--- src/rtl/data_ram_lsu.sv ---
// Load/store initiator for a word-wide async-read data RAM: B/H/W loads with extension, RMW for SB/SH.
// Optional macro MISALIGN_TRAP_EN: misaligned H/W accesses complete immediately with resp_err.
module data_ram_lsu #(
    parameter int unsigned ADDR_W    = 10,
    parameter logic [31:0] BASE_ADDR = 32'h0000_0000
) (
    input  logic              clk,
    input  logic              rst_n,
    input  logic              tick,
    input  logic              req_valid,
    output logic              req_ready,
    input  logic              req_we,
    input  logic [2:0]        req_funct3,
    input  logic [31:0]       req_addr,
    input  logic [31:0]       req_wdata,
    output logic              resp_valid,
    output logic [31:0]       resp_rdata,
    output logic              resp_err,
    output logic [ADDR_W-1:0] ram_addr,
    output logic [31:0]       ram_d,
    output logic              ram_we,
    input  logic [31:0]       ram_q
);

    typedef enum logic [1:0] {S_IDLE, S_READ, S_WRITE, S_DONE} state_t;

    state_t              state_q, state_d;
    logic                we_q, we_d;
    logic [2:0]          f3_q, f3_d;
    logic [1:0]          off_q, off_d;
    logic [31:0]         wdata_q, wdata_d;
    logic [ADDR_W-1:0]   addr_q, addr_d;
    logic [31:0]         merge_q, merge_d;
    logic [31:0]         rdata_q, rdata_d;

    logic [31:0]         rel;
    logic [31:ADDR_W+2]  unused_rel_hi;
    logic                req_is_b, req_is_h, req_is_w;
    logic [1:0]          req_off;
    logic [7:0]          lane_b;
    logic [15:0]         lane_h;
    logic [31:0]         merged;

    assign rel           = req_addr - BASE_ADDR;
    assign unused_rel_hi = rel[31:ADDR_W+2];

    // Size comes from funct3[1:0] only; anything that is not B or H behaves as W.
    assign req_is_b = (req_funct3[1:0] == 2'b00);
    assign req_is_h = (req_funct3[1:0] == 2'b01);
    assign req_is_w = !req_is_b && !req_is_h;
    assign req_off  = req_is_b ? rel[1:0] : (req_is_h ? {rel[1], 1'b0} : 2'b00);

    assign lane_b = ram_q[{off_q, 3'b000} +: 8];
    assign lane_h = ram_q[{off_q[1], 4'b0000} +: 16];

`ifdef MISALIGN_TRAP_EN
    logic err_q, err_d;
    logic req_mis;
    assign req_mis  = (req_is_h && rel[0]) || (req_is_w && (rel[1:0] != 2'b00));
    assign resp_err = err_q;
`else
    assign resp_err = 1'b0;
`endif

    always_comb begin
        merged = merge_q;
        if (f3_q[1:0] == 2'b00) begin
            merged[{off_q, 3'b000} +: 8] = wdata_q[7:0];
        end else if (f3_q[1:0] == 2'b01) begin
            merged[{off_q[1], 4'b0000} +: 16] = wdata_q[15:0];
        end
    end

    assign ram_d      = (f3_q[1] == 1'b0) ? merged : wdata_q;
    assign ram_addr   = addr_q;
    assign ram_we     = (state_q == S_WRITE) && rst_n;
    assign req_ready  = (state_q == S_IDLE);
    assign resp_valid = (state_q == S_DONE);
    assign resp_rdata = rdata_q;

    always_comb begin
        state_d = state_q;
        we_d    = we_q;
        f3_d    = f3_q;
        off_d   = off_q;
        wdata_d = wdata_q;
        addr_d  = addr_q;
        merge_d = merge_q;
        rdata_d = rdata_q;
`ifdef MISALIGN_TRAP_EN
        err_d   = err_q;
`endif
        case (state_q)
            S_IDLE: begin
                if (req_valid) begin
                    we_d    = req_we;
                    f3_d    = req_funct3;
                    off_d   = req_off;
                    wdata_d = req_wdata;
                    addr_d  = rel[ADDR_W+1:2];
                    rdata_d = '0;
                    state_d = (req_we && req_is_w) ? S_WRITE : S_READ;
`ifdef MISALIGN_TRAP_EN
                    err_d = req_mis;
                    if (req_mis) begin
                        state_d = S_DONE;
                    end
`endif
                end
            end
            S_READ: begin
                merge_d = ram_q;
                if (we_q) begin
                    state_d = S_WRITE;
                end else begin
                    state_d = S_DONE;
                    case (f3_q)
                        3'b000:  rdata_d = {{24{lane_b[7]}}, lane_b};
                        3'b100:  rdata_d = {24'h0, lane_b};
                        3'b001:  rdata_d = {{16{lane_h[15]}}, lane_h};
                        3'b101:  rdata_d = {16'h0, lane_h};
                        default: rdata_d = ram_q;
                    endcase
                end
            end
            S_WRITE: state_d = S_DONE;
            S_DONE:  state_d = S_IDLE;
            default: state_d = S_IDLE;
        endcase
    end

    always_ff @(posedge clk) begin
        if (!rst_n) begin
            state_q <= S_IDLE;
            we_q    <= 1'b0;
            f3_q    <= '0;
            off_q   <= '0;
            wdata_q <= '0;
            addr_q  <= '0;
            merge_q <= '0;
            rdata_q <= '0;
`ifdef MISALIGN_TRAP_EN
            err_q   <= 1'b0;
`endif
        end else if (tick) begin
            state_q <= state_d;
            we_q    <= we_d;
            f3_q    <= f3_d;
            off_q   <= off_d;
            wdata_q <= wdata_d;
            addr_q  <= addr_d;
            merge_q <= merge_d;
            rdata_q <= rdata_d;
`ifdef MISALIGN_TRAP_EN
            err_q   <= err_d;
`endif
        end
    end

endmodule
--- config.mk ---
export PLATFORM = sky130hd
export DESIGN_NAME = data_ram_lsu
export DESIGN_NICKNAME = d
export VERILOG_FILES = /design/src/rtl/data_ram_lsu.sv
export SDC_FILE = /design/constraint.sdc
export NUM_CORES = 1
export LEC_CHECK = 0
export ABC_AREA = 1
export CORE_ASPECT_RATIO = 0.7
export CORE_MARGIN = 1
export CORE_UTILIZATION = 38
export CTS_BUF_LIST = sky130_fd_sc_hd__clkbuf_8
export DETAILED_ROUTE_END_ITERATION = 10
export GPL_TIMING_DRIVEN = 0
export PLACE_DENSITY = 0.7
export SLEW_MARGIN = 20
export SYNTH_ARGS = -nofsm -noshare
export SYNTH_HDL_FRONTEND = slang
export SYNTH_SLANG_ARGS = --single-unit
--- constraint.sdc ---
create_clock -name clk -period 1.8 [get_ports clk]
set_input_delay 0.18 -clock clk [delete_from_list [all_inputs] [get_ports clk]]
set_output_delay 0.18 -clock clk [all_outputs]
set_load 0.02 [all_outputs]
# == Yosys cells after proc, flatten, opt, wreduce, memory -nomap -nowiden ==
# Cells that the tools add are included.
# op_classes
addsub,2
eq_ne,10
shifts,6
muxes,15
reduce_logical,14
# op_table
op,n
$mux W32,5
$pmux W32 S4,1
$bwmux W32,2
$pmux W32 S2,1
$shift A16 B7 Y32 const A,1
$shift A8 B7 Y32 const A,1
$shiftx A16 B7 Y32,1
$shiftx A32 B6 Y16,1
$shiftx A32 B6 Y8,1
$shiftx A8 B7 Y32,1
$neg A5 Y7,2
$mux W2,4
$pmux W2 S4,1
$eq A2 B1 Y1 const B,3
$eq A3 B3 Y1 const B,2
$logic_not A2 Y1,3
$eq A2 B2 Y1 const B,2
$ne A2 B2 Y1 const B,2
$reduce_and A2 Y1,2
$reduce_and A4 Y1,1
$eq A3 B1 Y1 const B,1
$logic_and A1 B1 Y1,3
$logic_not A3 Y1,1
$reduce_and A3 Y1,1
3 further kinds,4
# totals
reg_bits,114
in_bits,104
out_inout_bits,78
wordCells,55

# == Longest topological paths before layout ==
# depth
ltp_word,7
mapped_depth,10
mapped_depth_nobuf,9

# == Worst setup path after synthesis ==
# Ideal clock, no wire load.
# synth_path
path_type,register -> output
from,reg off_q[1]
to,out ram_d[24]
arrival_ps,1805
t_required_ps,1620
slack_ps,-185
stages_incl_launch_ff,8
path_cell_list,dfxtp_1 > buf_6 > inv_4 > buf_6 > ha_1 > nor3_1 > nand2_1 > o2111ai_1
# synth_via
elab_chain_cells,6
word_cells_on_any_way,11
cone_classes,add/sub (2); shift (4); mux (5)
# synth_lines
element,line_no,rtl
"start, declared",30,"logic [1:0] off_q, off_d;"
"start signal, assigned",137,off_q <= '0;
"start signal, assigned",149,off_q <= off_d;
$neg A5 Y7,70,"merged[{off_q[1], 4'b0000} +: 16] = wdata_q[15:0];"
$shiftx A16 B7 Y32 or $shift A16 B7 Y32 (tied branches),70,
$bwmux W32,70,
$mux W32,69,end else if (f3_q[1:0] == 2'b01) begin
$mux W32 (*),67,if (f3_q[1:0] == 2'b00) begin
$mux W32 (*),74,assign ram_d = (f3_q[1] == 1'b0) ? merged : wdata_q;
"end, declared",20,"output logic [31:0] ram_d,"
# Mark *: on every way between the ends. The rest lies on a longest branch, timed or not.

# == Worst setup path in the final report ==
# layout_path
from,reg off_q[1]
to,out ram_d[14]
# Same word-level chain as after synthesis.

==> flow_summary.toml <==
[run_status]
status = "finished with violations"
failed_checks = "negative setup slack"

[finish]
nets = 1153
antenna_cells = 0
post-route-util_pct = 60.21
design_area_um2 = 8976
drive_gt1_share_pct = 22.53
area_growth_pct = 52.48

[clocking]
hold_buffers = 0
htreeDepth = 4
cts-buffers-inserted = 17
cts_root_buffer = "clkbuf_8"
tritoncts = "built"
cts.path.max_buffers = 2
path_clk_slew_ns = 0.08
clk_latency_ns = 0.45
cts.sinks = 114

[critical_path]
required_ns = 1.62
cp.arrival_ns = 2.21
timing.critical_path.from_type = "flop"
crit_type = "reg -> out"
crit_fanout = 8
critPathCaptureType = "output port"

[floorplan]
pin_count = 182
die_height_um = 106.1
dieArea_um2 = 16000
rows = 37
dieWidth_um = 150.8
start_util_pct = 39.49
core-area_um2 = 14910

[global_route]
grt_overflow = 0
antenna_found_initial = 0
track_usage_pct = 28.80
grt_pass1_wl_um = 34600
grt_pass1_vias = 6380
grt_max_degree = 17

[timing]
skew_ns = 0.009517
setup-violations-final = 32
hold_viol = 0
fmax_mhz = 418.3
final_max_slew_viol_count = 0
maxSlewHeadroom_pct = 47.09
layout_setup_ws_ns = -0.5906
worstMarginPinSlew_ns = 0.7936
fin_crit_sh_pct = 132.8
rsz0062_at_grt = "yes"
fin_crit_ns = 2.391

[route]
drc = 0
routed_wl_um = 22830
ant_nets = 0
wl_per_cell_um = 18.31
dr.pass1.iters = 6
vias_per_cell = 5.391
drtIter0Drc = 535
vias = 6723

[yosys]
netlist_area_um2 = 5887
synth.most_common_cell = "nand2_1"
synthArstFlopShare_pct = 0
netlist-cell-type-count = 42
synth_common_cells = "nand2_1 (208), dfxtp_1 (114), a21oi_1 (109), inv_1 (66), o21ai_0 (66)"
ys_seq_area_share_pct = 38.77
synth_area_leader_cell = "dfxtp_1"
syn_inst = 835
netlist_top_cells_area = "dfxtp_1 (39%), nand2_1 (13%), a21oi_1 (9.3%), o21ai_0 (5.6%), inv_1 (4.2%)"
netlist.area_leader.share_pct = 38.77
synth.ff_latch_count = 114
avgSynthCellArea_um2 = 7.050
syn_nets = 949
synth_ff_type = "dfxtp_1"
synth_edf_count = 0
yosys_warnings = 0

[placement]
dpl.hpwl_um = 16980
postPlaceCellArea_um2 = 8010
numPortBuffers = 160
gp_congestion = 0.9344

[worst_hold_path]
hp-class = "in -> reg"

[pwr]
finalPower_mw = 6.921
p_leak_nw = 3.368
power_density_nw_per_um2 = 771.1
vdd_drop_max_mv = 0.4757

[run]
cap_violations = 0
-- flip-flops by register name (all words and copies together), names as in the netlist --
register	cells
merge_q	32
resp_rdata	32
wdata_q	32
ram_addr	10
f3_q	3
off_q	2
state_q	2
we_q	1
-- worst max-delay path, cell delays in order (launching register included) --
cell and delay [ns]:
dfxtp_4 0.37, buf_8 0.11, inv_8 0.03, buf_8 0.11, ha_4 0.31, buf_6 0.11, nand3_4 0.15, o22ai_2 0.17
nand2_1 0.10, o221ai_2 0.10, buf_4 0.18
-- cells in the final DEF, fill, tap and decap left out, types with 6 or more instances in the layout --
cell	n
o221ai_2	8
buf_2	11
buf_6	24
nand3_1	23
inv_1	62
a21oi_1	108
o211ai_1	8
inv_2	9
clkbuf_1	18
a21oi_2	12
o22ai_2	12
nand2_2	11
o21ai_0	65
nor2_1	60
nand3_2	6
clkdlybuf4s50_1	125
o21ai_4	10
a22oi_1	11
o2111ai_4	7
dfxtp_1	110
clkbuf_8	18
nand2_1	206
buf_4	39
-- metrics by stage --
step	setup TNS, ns	setup WS, ns	hold WS [ns]	instances
after floorplan	0	0.01263	0.3229	835
after global placement	-29.00	-1.106	0.4450	1190
after detailed placement	-30.48	-1.096	0.4473	1190
after CTS	-15.57	-0.5664	0.2690	1239
after global routing	-18.48	-0.6308	0.2799	1247
final	-16.41	-0.5906	0.2756	1247
-- kinds of logic (layout without fill, tap and decap cells) --
| group | count (synthesis) | count (layout) | share of synthesized area [%] |
|---|---|---|---|
| AOI/OAI and AO/OA | 257 | 257 | 25.48 |
| adders and majority gates | 10 | 10 | 2.125 |
| buffers and inverters | 128 | 345 | 9.925 |
| DFF | 114 | 114 | 38.77 |
| other | 1 | 1 | 0.06370 |
| and+or+nand+nor | 325 | 325 | 23.63 |
-- what timing repair did --
action | CTS | global route
setup endpoints to repair | 99 | 80
cloned | 1 | 2
pin swaps | 15 | 12
gates resized for setup | 246 | 24
buffers inserted | 18 | 6
-- where the power goes --
part,internal (mW),switching (mW)
clock network,1.09,1.23
logic,0.777,1.05
registers,2.66,0.104
total,4.53,2.39
-- path summary, 6_finish.rpt --
path / slack, ns / start / to / depth (start not counted)
worst min-delay path: 0.28 / req_addr[9] / ram_addr[7] / 3
worst max register to register: 0.07 / state_q[1] / resp_rdata[12] / 11
worst min register to register: 0.46 / wdata_q[16] / wdata_q[16] / 2
worst max-delay path: -0.59 / off_q[1] / ram_d[14] / 10
-- layer usage --
layer / up-vias / share of wire [%] / global-route usage, %
li1: 3212 / - / -
met1: 3122 / 45 / 40.91
met2: 360 / 42 / 41.97
met3: 29 / 12 / 8.455
met4: 0 / 1.4 / 7.571
met5: - / 0 / 0
-- layout make-up --
class | count | area [µm²]
Clock buffer | 17 | 234.0
Multi-Input combinational cell | 593 | 3607
Clock inverter | 15 | 135.1
Sequential cell | 114 | 2292
Fill cell | 1348 | 5931
Timing Repair Buffer | 186 | 1817
Tap cell | 195 | 244.0
Buffer | 51 | 336.6
Inverter | 76 | 310.3
No activity file was read; power rests on OpenSTA's default activity.
